`config.mk`:
```
export PLATFORM = sky130hd
export DESIGN_NAME = led_pattern_ctrl
export DESIGN_NICKNAME = d
export VERILOG_FILES = /design/src/rtl/led_pattern_pkg.sv /design/src/rtl/led_color_route.sv /design/src/rtl/led_pattern_ctrl.sv
export SDC_FILE = /design/constraint.sdc
export NUM_CORES = 1
export LEC_CHECK = 0
export CORE_ASPECT_RATIO = 0.8
export CORE_UTILIZATION = 43
export CTS_BUF_LIST = sky130_fd_sc_hd__clkbuf_8
export DETAILED_ROUTE_END_ITERATION = 8
export GPL_TIMING_DRIVEN = 0
export HOLD_SLACK_MARGIN = 0.08
export PLACE_DENSITY = 0.71
export SYNTH_ARGS = -nofsm -noshare
export SYNTH_HDL_FRONTEND = slang
export SYNTH_SLANG_ARGS = --single-unit
```
`constraint.sdc`:
```
create_clock -name clock -period 2.1 [get_ports clock]
set_input_delay 0.315 -clock clock [delete_from_list [all_inputs] [get_ports clock]]
set_output_delay 0.315 -clock clock [all_outputs]
set_load 0.005 [all_outputs]
```
`src/rtl/led_pattern_pkg.sv`:
```
// Shared encodings for the LED pattern controller: switch modes, FSM states and shift direction.
package led_pattern_pkg;

  localparam logic [1:0] MODE_ROT_L = 2'b00;
  localparam logic [1:0] MODE_ROT_R = 2'b01;
  localparam logic [1:0] MODE_PP    = 2'b10;
  localparam logic [1:0] MODE_FLASH = 2'b11;

  localparam int NUM_STATES = 5;

  typedef enum logic [2:0] {
    ST_ROT_L = 3'd0,
    ST_ROT_R = 3'd1,
    ST_PP_L  = 3'd2,
    ST_PP_R  = 3'd3,
    ST_FLASH = 3'd4
  } state_t;

  localparam logic DIR_LEFT  = 1'b0;
  localparam logic DIR_RIGHT = 1'b1;

endpackage

```
`src/rtl/led_color_route.sv`:
```
// Registered routing of the display value onto the red, blue and green LED buses.
module led_color_route #(
  parameter int LED_WIDTH = 4
) (
  input  logic                 clock,
  input  logic                 i_reset,
  input  logic                 i_enable,
  input  logic                 i_color,
  input  logic [LED_WIDTH-1:0] i_disp,
  output logic [LED_WIDTH-1:0] o_led,
  output logic [LED_WIDTH-1:0] o_led_b,
  output logic [LED_WIDTH-1:0] o_led_g
);

  // output register stage: blanked when disabled, colour bus chosen by i_color
  always_ff @(posedge clock) begin
    if (i_reset || !i_enable) begin
      o_led   <= '0;
      o_led_b <= '0;
      o_led_g <= '0;
    end else begin
      o_led   <= i_disp;
      o_led_b <= i_color ? i_disp : '0;
      o_led_g <= i_color ? '0 : i_disp;
    end
  end

endmodule

```
`src/rtl/led_pattern_ctrl.sv`:
```
// LED pattern state machine advanced by the counter step strobe.
// Optional step counter output enabled by defining LED_STEP_CNT_EN.
module led_pattern_ctrl
  import led_pattern_pkg::*;
#(
  parameter int LED_WIDTH = 4,
  parameter int CNT_WIDTH = 8
) (
  input  logic                 clock,
  input  logic                 i_reset,
  input  logic                 i_valid,
  input  logic                 i_enable,
  input  logic [1:0]           i_mode,
  input  logic                 i_color,
  output logic [LED_WIDTH-1:0] o_led,
  output logic [LED_WIDTH-1:0] o_led_b,
  output logic [LED_WIDTH-1:0] o_led_g
`ifdef LED_STEP_CNT_EN
  ,
  output logic [CNT_WIDTH-1:0] o_step_count
`endif
);

  if (LED_WIDTH < 2 || CNT_WIDTH < 1) begin : g_bad_param
    $error("led_pattern_ctrl: LED_WIDTH must be >= 2 and CNT_WIDTH >= 1");
  end

  function automatic logic [LED_WIDTH-1:0] rot_left(input logic [LED_WIDTH-1:0] p);
    return {p[LED_WIDTH-2:0], p[LED_WIDTH-1]};
  endfunction

  function automatic logic [LED_WIDTH-1:0] rot_right(input logic [LED_WIDTH-1:0] p);
    return {p[0], p[LED_WIDTH-1:1]};
  endfunction

  state_t               state_p0, state_n;
  logic [LED_WIDTH-1:0] pattern_p0, pattern_n;
  logic                 dir_p0, dir_n, pp_dir;
  logic                 flash_on_p0, flash_n;
  logic [LED_WIDTH-1:0] disp_n;
  logic                 step;

  assign step = i_valid & i_enable;

  // Next state, pattern and display are computed in the same step from the new mode
  always_comb begin
    state_n   = state_p0;
    pattern_n = pattern_p0;
    dir_n     = dir_p0;
    flash_n   = flash_on_p0;
    pp_dir    = DIR_LEFT;
    if (step) begin
      case (i_mode)
        MODE_ROT_L: begin
          state_n   = ST_ROT_L;
          pattern_n = rot_left(pattern_p0);
        end
        MODE_ROT_R: begin
          state_n   = ST_ROT_R;
          pattern_n = rot_right(pattern_p0);
        end
        MODE_PP: begin
          pp_dir = (state_p0 == ST_PP_L || state_p0 == ST_PP_R) ? dir_p0 : DIR_LEFT;
          // A lit end bit can only be left inward; keeps the pattern one-hot
          if (pp_dir == DIR_LEFT && pattern_p0[LED_WIDTH-1])
            pp_dir = DIR_RIGHT;
          else if (pp_dir == DIR_RIGHT && pattern_p0[0])
            pp_dir = DIR_LEFT;
          pattern_n = (pp_dir == DIR_LEFT) ? (pattern_p0 << 1) : (pattern_p0 >> 1);
          dir_n = pp_dir;
          if (pp_dir == DIR_LEFT && pattern_n[LED_WIDTH-1])
            dir_n = DIR_RIGHT;
          else if (pp_dir == DIR_RIGHT && pattern_n[0])
            dir_n = DIR_LEFT;
          state_n = (dir_n == DIR_LEFT) ? ST_PP_L : ST_PP_R;
        end
        MODE_FLASH: begin
          state_n = ST_FLASH;
          flash_n = (state_p0 == ST_FLASH) ? ~flash_on_p0 : 1'b1;
        end
        default: ;
      endcase
    end
    if (state_n == ST_FLASH)
      disp_n = flash_n ? '1 : '0;
    else
      disp_n = pattern_n;
  end

  // pattern state register stage
  always_ff @(posedge clock) begin
    if (i_reset) begin
      state_p0    <= ST_ROT_L;
      pattern_p0  <= {{(LED_WIDTH-1){1'b0}}, 1'b1};
      dir_p0      <= DIR_LEFT;
      flash_on_p0 <= 1'b1;
    end else begin
      state_p0    <= state_n;
      pattern_p0  <= pattern_n;
      dir_p0      <= dir_n;
      flash_on_p0 <= flash_n;
    end
  end

  led_color_route #(
    .LED_WIDTH (LED_WIDTH)
  ) u_color_route (
    .clock    (clock),
    .i_reset  (i_reset),
    .i_enable (i_enable),
    .i_color  (i_color),
    .i_disp   (disp_n),
    .o_led    (o_led),
    .o_led_b  (o_led_b),
    .o_led_g  (o_led_g)
  );

`ifdef LED_STEP_CNT_EN
  logic [CNT_WIDTH-1:0] cnt_p0;

  always_ff @(posedge clock) begin
    if (i_reset)
      cnt_p0 <= '0;
    else if (step)
      cnt_p0 <= cnt_p0 + 1'b1;
  end

  assign o_step_count = cnt_p0;
`endif

endmodule

```
### Yosys cells after proc, flatten, opt, wreduce, memory -nomap -nowiden

Index checks and enable logic that the tools add are counted.

| operators by class | value |
|---|---|
| equal/unequal tests | 7 |
| muxes and demuxes | 20 |
| bitwise logic cells | 5 |
| reduce and logical (&&, ||, !) cells | 11 |

Operators with widths:

| kind | number |
|---|---|
| 4-bit two-way mux | 4 |
| 1-bit two-way mux | 13 |
| 3-bit case mux with 4 select lines | 1 |
| 4-bit case mux with 3 select lines | 1 |
| 3-bit by 2-bit equality test with 1-bit output (second input constant) | 2 |
| 3-bit equality test (second input constant) | 2 |
| 2-bit equality test (second input constant) | 2 |
| 1-bit logical AND | 4 |
| 1-bit inverter | 4 |
| 2-bit OR reduction | 2 |
| 3-bit two-way mux | 1 |
| 2-bit by 1-bit equality test with 1-bit output (second input constant) | 1 |
| 2-bit zero test | 1 |
| 1-bit logical OR | 2 |
| 2-bit AND reduction | 1 |
| 1-bit bitwise AND | 1 |
| 1-bit zero test | 1 |

| word-level totals | value |
|---|---|
| logic and storage cells | 50 |
| input port bits | 7 |
| register bits after elaboration | 21 |

### Longest topological paths before layout

Gate-level depths: netlist of the first run.

| depth | value |
|---|---|
| word-level depth | 19 |
| depth in mapped cells | 6 |
| depth with buffers taken out | 5 |

### Modules after synthesis

A second synthesis of the first run with hierarchy kept.

| unflattened totals | value |
|---|---|
| cells, all modules | 109 |
| area total of the unflattened synthesis | 1,093.5 um^2 |

By module, submodules not included:

| module | sequential area each (um^2) | cells each | times used | area an instance (um^2) |
|---|---|---|---|---|
| led_pattern_ctrl | 180.2 | 83 | 1 | 716.9 |
| led_color_route | 240.2 | 26 | 1 | 376.6 |

### Worst setup path after synthesis of the first run

No wires, ideal clock.

| timing | value |
|---|---|
| path kind | input -> register |
| start | in i_enable |
| end | reg u_color_route.o_led[0] |
| setup time | 0.123 ns |
| stages on the path | 6 |
| required time | 1.977 ns |
| arrival | 1.332 ns |
| buffers on the path | 1 |
| setup slack | 0.645 ns |
| cell sequence | and2_4 buf_6 o21a_1 a221o_1 a31oi_2 o21ai_1 |

| on the way | value |
|---|---|
| longest elaborated chain between the ends | 4 |

RTL lines:

| element | line | RTL |
|---|---|---|
| start: declaration | led_pattern_ctrl.sv:12 | `input logic i_enable,` |
| 1-bit bitwise AND | led_pattern_ctrl.sv:43 | `assign step = i_valid & i_enable;` |
| 3-bit two-way mux / 1-bit two-way mux (equally long branches) | led_pattern_ctrl.sv:52 | `if (step) begin` |
| 3-bit equality test / 4-bit two-way mux (equally long branches) | led_pattern_ctrl.sv:84, led_pattern_ctrl.sv:85 |  |
| 4-bit two-way mux | led_pattern_ctrl.sv:84 | `if (state_n == ST_FLASH)` |
| end signal: assignment | led_color_route.sv:22 | `o_led <= i_disp;` |
| end: declaration | led_color_route.sv:10 | `output logic [LED_WIDTH-1:0] o_led,` |

Several ways; a longest one is shown, not always the timed one.
A chain may end at the register's enable or synchronous reset.

### Final worst setup path of the first run

| timing | value |
|---|---|
| start | in i_enable |
| end | reg u_color_route.o_led[1] |

Same word-level chain as after synthesis.

==> impl_metrics.py, run 1 <==
metrics = {
    "power_and_ir_drop": {
        "fin_total_pwr_mw": 0.8223,
        "peakVddDrop_mv": 0.5592,
        "power.leakage_nw": 0.4335,
        "powerDensity_mw_per_mm2": 678.9,
    },
    "placed_design": {
        "dp.cells": 156,
        "pre_cts_ws_ns": -0.0009706,
        "hpwl_mm": 1.538,
        "gp_congestion": 0.8449,
        "placement.cell_area_sq_mm": 0.001165,
        "io_buffers": 18,
    },
    "routing": {
        "drc": 0,
        "drtIter0Drc": 9,
        "routedWlPerCell_um": 12.55,
        "vias": 873,
        "vias_per_cell": 5.456,
        "antenna_left": 0,
        "finalWirelength_mm": 2.008,
        "first_pass_iters": 4,
    },
    "logic_synthesis": {
        "synthMostInstantiatedCell": "dfxtp_1",
        "ys.flop_type": "dfxtp_1",
        "yosysWarnings": 0,
        "synth_commonest_cells": "dfxtp_1, nand2_1, nor2_1",
        "synth_area_per_cell_sq_um": 8.374,
        "synth-edff-count": 0,
        "synth_fp_nets": 121,
        "netlist_instances": 114,
        "async_reset_ff_share_pct": 0,
        "synth_area_sq_um": 954.7,
        "synth-seq-area-share_pct": 44.04,
        "yosys.area.top_type": "dfxtp_1",
        "ys_ff_latch": 21,
        "ys_types": 35,
        "synthTopCellsByArea": "dfxtp_1, nand2_1, nor2_1, a21oi_1, nand2b_1",
        "synth_top_cell_area_share_pct": 44.04,
    },
    "worst_setup_path": {
        "r2r-end": "u_color_route.o_led[1]",
        "cp_data_arrival_time_ns": 2.01,
        "cp.required_ns": 2.25,
        "startpoint_type": "input port",
        "reg2regPathDepth": 6,
        "reg2reg_slack_ns": 0.50,
        "end_kind": "flop",
        "worstSetupPathType": "in2reg",
        "rr_startpoint": "pattern_p0[0]",
        "crit_fanout": 8,
    },
    "sta": {
        "rsz0062_at_grt": "false",
        "period_minus_slack_ns": 1.862,
        "fin_tns_setup_ns": 0,
        "finalSetupViolations": 0,
        "drv_slew": 0,
        "min_period_over_period_pct": 88.65,
        "setup_ws_ns": 0.2383,
        "tightestPinTransition_ns": 0.4088,
        "fin_skew_ns": 0.003959,
        "finalHoldWorstSlack_ns": 0.4698,
        "relSlewSlack_pct": 72.75,
        "finalHoldViolCount": 0,
        "max_freq_ghz": 0.5372,
    },
    "cts": {
        "clock_path_buffers": 2,
        "clock_sinks": 21,
        "insertion_delay_ns": 0.26,
        "postCtsSetupRepairBufs": 0,
        "post_cts_resized": 0,
        "cts-root-buf": "clkbuf_8",
        "h-tree-depth": 1,
        "clkTransAtPathRegs_ns": 0.07,
        "hold_buffers": 0,
        "cts_buffers": 3,
        "tritoncts": "yes",
    },
    "grt": {
        "grt_overflow": 0,
        "grt_usage_pct": 19.44,
        "grt_start_max_net_pins": 13,
        "grt_pass1_vias": 730,
        "antenna_found_initial": 0,
        "grt_pass1_wl_mm": 3.229,
    },
    "finish": {
        "drive_above_1_share_pct": 9.559,
        "layout.cells.non_filler": 160,
        "final_util_pct": 61.19,
        "n_antenna_cell": 0,
        "area_growth_pct": 26.87,
        "fin_area_sq_mm": 0.001211,
        "nNetsFinal": 144,
        "nFillCells": 188,
    },
    "die": {
        "initial_utilization_pct": 48.23,
        "num_rows": 14,
        "die_w_um": 54.68,
        "die-area_sq_mm": 0.002414,
        "fp.coreArea_sq_mm": 0.001979,
        "die_h_um": 44.15,
        "pin_count": 19,
    },
    "worst_hold_path": {
        "min_to": "dir_p0",
        "hp-class": "reg2reg",
        "hp-start": "dir_p0",
        "hold_depth": 2,
    },
    "status": {
        "outcome": "completed",
    },
    "run": {
        "drv_cap": 0,
    },
}
==> layout by cell type (no fill, tap or decap), drive strengths merged, types with 3 or more instances in the layout <==
cell type | synthesis | layout
dfxtp | 21 | 21
nand2 | 19 | 19
clkdlybuf4s50 | 0 | 18
nor2 | 15 | 15
a21oi | 7 | 7
nand3 | 5 | 5
clkbuf | 2 | 5
nor2b | 4 | 4
nand2b | 4 | 4
a31oi | 4 | 4
o21ai | 4 | 4
nor3 | 3 | 3
buf | 3 | 3
==> worst max-delay path, cell delays in order <==
cell and delay (ns):
clkdlybuf4s50_1 0.51, nand2_1 0.20, nor2_1 0.37, a21oi_1 0.18, a31oi_1 0.34, nor2_1 0.09
==> per-layer routing <==
layer | global-route usage (%) | share of wire [%] | wire length, um | vias up
li1 | - | - | - | 446
met1 | 25.58 | 50 | 995 | 407
met2 | 29.16 | 45 | 912 | 15
met3 | 6.186 | 3.5 | 71 | 5
met4 | 7.692 | 1.4 | 29 | 0
met5 | 0 | 0 | 0 | -
==> flip-flops by register name, indices dropped and copies added, names as in the netlist <==
signal	flops
u_color_route.o_led	4
flash_on_p0	1
dir_p0	1
pattern_p0	4
state_p0	3
u_color_route.o_led_g	4
u_color_route.o_led_b	4
==> cells by family after synthesis <==
| group | Yosys count | synth area share (%) |
|---|---|---|
| muxes | 3 | 3.669 |
| and+or+nand+nor | 57 | 29.62 |
| AOI/OAI and AO/OA | 26 | 18.87 |
| buffers and inverters | 7 | 3.801 |
| DFF | 21 | 44.04 |
==> area by class of cell <==
| class | count | area, sq um | share of cell area (%) |
|---|---|---|---|
| inverters | 2 | 7.507 | 0.6198 |
| clock buffers | 3 | 41.29 | 3.409 |
| repair buffers | 18 | 180.2 | 14.88 |
| well taps | 24 | 30.03 | 2.479 |
| clock inverters | 1 | 5.005 | 0.4132 |
| flip-flops and latches | 21 | 420.4 | 34.71 |
| plain buffers | 5 | 28.78 | 2.376 |
| multi-input cells | 86 | 498.0 | 41.12 |
==> worst max-delay path by stage <==
| stage | end | slack [ns] | cells past startpoint | start |
|---|---|---|---|---|
| floorplan | u_color_route.o_led[0] | 0.65 | 6 | i_enable |
| global placement | u_color_route.o_led_b[1] | 0.03 | 6 | i_enable |
| detailed placement | u_color_route.o_led[1] | -0.001 | 6 | i_enable |
| CTS | u_color_route.o_led[1] | 0.28 | 6 | i_enable |
| global route | u_color_route.o_led[1] | 0.1 | 6 | i_enable |
| finish | u_color_route.o_led[1] | 0.24 | 6 | i_enable |
==> power by group <==
group / leakage, nW / switching (mW) / internal, mW
combinational: 0.237 / 0.0693 / 0.0640
clock: 0.0255 / 0.130 / 0.132
sequential: 0.171 / 0.0107 / 0.415
total: 0.434 / 0.210 / 0.612
No activity file was read; power rests on OpenSTA's default activity.
==> run 2: changes to the inputs <==
Settings changed: PLACE_DENSITY 0.71 to 0.74.
Clock period 2.1 ns to 1.6 ns, I/O delays scaled along.
==> impl_metrics.py, run 2 (same netlist as run 1, synthesis figures left out) <==
metrics = {
    "status": {
        "outcome": "completed",
    },
    "power_and_ir_drop": {
        "fin_total_pwr_mw": 1.103,
        "power.leakage_nw": 0.4499,
        "powerDensity_mw_per_mm2": 860.8,
        "peakVddDrop_mv": 0.5562,
    },
    "worst_setup_path": {
        "slowest_stage": "clkdlybuf4s50_1",
        "crit_fanout": 10,
        "r2r-end": "state_p0[0]",
        "startpoint_type": "input port",
        "cp.required_ns": 1.75,
        "reg2regPathDepth": 5,
        "cp_cell_sequence": "clkdlybuf4s50_1 > and2_4 > nand2_2 > a221o_1 > a31oi_4 > o21ai_1",
        "rr_startpoint": "state_p0[2]",
        "slowest_delay_ns": 0.50,
        "end_kind": "flop",
        "reg2reg_slack_ns": 0.05,
        "worstSetupPathType": "in2reg",
        "cp_data_arrival_time_ns": 1.72,
    },
    "cts": {
        "tritoncts": "yes",
        "cts_buffers": 3,
        "cts-root-buf": "clkbuf_8",
        "clock_path_buffers": 2,
        "clkTransAtPathRegs_ns": 0.07,
        "h-tree-depth": 1,
        "insertion_delay_ns": 0.26,
        "clock_sinks": 21,
    },
    "sta": {
        "min_period_over_period_pct": 98.22,
        "fin_skew_ns": 0.003255,
        "fin_tns_setup_ns": 0,
        "period_minus_slack_ns": 1.572,
        "relSlewSlack_pct": 69.30,
        "max_freq_ghz": 0.6363,
        "finalHoldViolCount": 0,
        "finalSetupViolations": 0,
        "drv_slew": 0,
        "tightestPinTransition_ns": 0.4596,
        "rsz0062_at_grt": "true",
    },
    "grt": {
        "grt_overflow": 0,
        "grt_pass1_vias": 744,
        "grt_usage_pct": 18.77,
        "antenna_found_initial": 0,
        "grt_pass1_wl_mm": 3.160,
        "grt_start_max_net_pins": 13,
    },
    "finish": {
        "layout.cells.non_filler": 160,
        "nFillCells": 166,
        "area_growth_pct": 34.21,
        "drive_above_1_share_pct": 16.18,
        "layout_commonest_cell": "dfxtp_1",
        "most-common-layout-cells": "dfxtp_1, nand2_1, clkdlybuf4s50_1, nor2_1, a21oi_1",
        "nNetsFinal": 144,
        "n_antenna_cell": 0,
    },
    "placed_design": {
        "dp.cells": 156,
        "gp_congestion": 0.8283,
        "hpwl_mm": 1.544,
        "io_buffers": 18,
    },
    "routing": {
        "drtIter0Drc": 27,
        "drc": 0,
        "vias_per_cell": 5.675,
        "finalWirelength_mm": 2.248,
        "routedWlPerCell_um": 14.05,
        "first_pass_iters": 4,
        "vias": 908,
        "antenna_left": 0,
    },
    "worst_hold_path": {
        "hold_depth": 2,
        "hp-class": "reg2reg",
        "hp-start": "dir_p0",
        "min_to": "dir_p0",
    },
    "die": {
        "initial_utilization_pct": 48.23,
        "pin_count": 19,
        "fp.coreArea_sq_mm": 0.001979,
        "die-area_sq_mm": 0.002414,
        "die_h_um": 44.15,
        "num_rows": 14,
        "die_w_um": 54.68,
    },
    "run": {
        "drv_cap": 0,
    },
}
## run 2: metal layers
metal,part of all wire [%],global-route usage (%),wire [um],up-vias
met3,5.2,6.186,117,4
met4,1.8,5.641,40,0
met1,45,24.26,1020,427
met5,0,0,0,-
li1,-,-,-,448
met2,48,29.40,1069,29
## run 2: critical path: cells and delay by family
family | cells | cell delay (ns)
AO/OA/AOI/OAI | 3 | 0.67
AND/OR/NAND/NOR | 2 | 0.32
buffers and inverters | 1 | 0.50
## run 2: layout make-up
type / count / area [sq um] / area share, %
repair buffers: 20 / 193.9 / 15.14
clock inverters: 1 / 5.005 / 0.3906
flip-flops and latches: 21 / 421.7 / 32.91
clock buffers: 3 / 41.29 / 3.223
plain buffers: 3 / 26.28 / 2.051
inverters: 2 / 7.507 / 0.5859
multi-input cells: 86 / 555.5 / 43.36
well taps: 24 / 30.03 / 2.344
## run 2: through the flow
step	instance area [sq um]	hold WS [ns]	util [%]	worst slack, ns
finish	1281	0.4731	64.73	0.02847
global route	1281	0.4976	64.73	-0.06102
CTS	1250	0.4742	63.15	0.0007763
detailed placement	1165	0.4627	58.85	-0.4207
global placement	1165	0.4432	58.85	-0.3928
floorplan	954.7	0.3774	-	0.2202
## run 2: worst max-delay path by stage
| stage | startpoint | to | slack [ns] | depth (start not counted) |
|---|---|---|---|---|
| 2_1_floorplan | i_enable | u_color_route.o_led[0] | 0.22 | 6 |
| 3_3_place_gp | i_enable | u_color_route.o_led_b[1] | -0.39 | 6 |
| 3_5_place_dp | i_enable | u_color_route.o_led_b[1] | -0.42 | 6 |
| 4_1_cts | i_valid | u_color_route.o_led_b[0] | 0.0008 | 7 |
| 5_1_grt | state_p0[2] | state_p0[0] | -0.06 | 5 |
| 6_report | i_valid | u_color_route.o_led[0] | 0.03 | 6 |
## run 2: power by group
group / internal (mW) / total, mW / switching, mW
clock: 0.173 / 0.341 / 0.168
combinational: 0.0960 / 0.197 / 0.101
sequential: 0.545 / 0.564 / 0.0189
total: 0.815 / 1.10 / 0.288
## run 2: timing repair
action / CTS / global route
pin swaps: 4 / 3
gates resized for setup: 7 / 11
buffers inserted: 1 / 1
hold buffers: 0 / 0
endpoints found under the setup margin: 10 / 15
==> run 3: changes to the inputs <==
Settings changed: PLACE_DENSITY 0.74 to 0.71.
Clock period 1.6 ns to 2.03 ns, I/O delays scaled along.
==> results of run 3 <==
The final DEF is identical to that of run 1. Status: completed.
Main changes from that run: setup slack after placement -0.0009706 ns -> -0.06047 ns; setup slack after layout 0.2383 ns -> 0.1788 ns; register-to-register setup slack 0.50 ns -> 0.43 ns; total power 0.8223 mW -> 0.8506 mW; worst IR drop on VDD 0.5592 mV -> 0.5785 mV
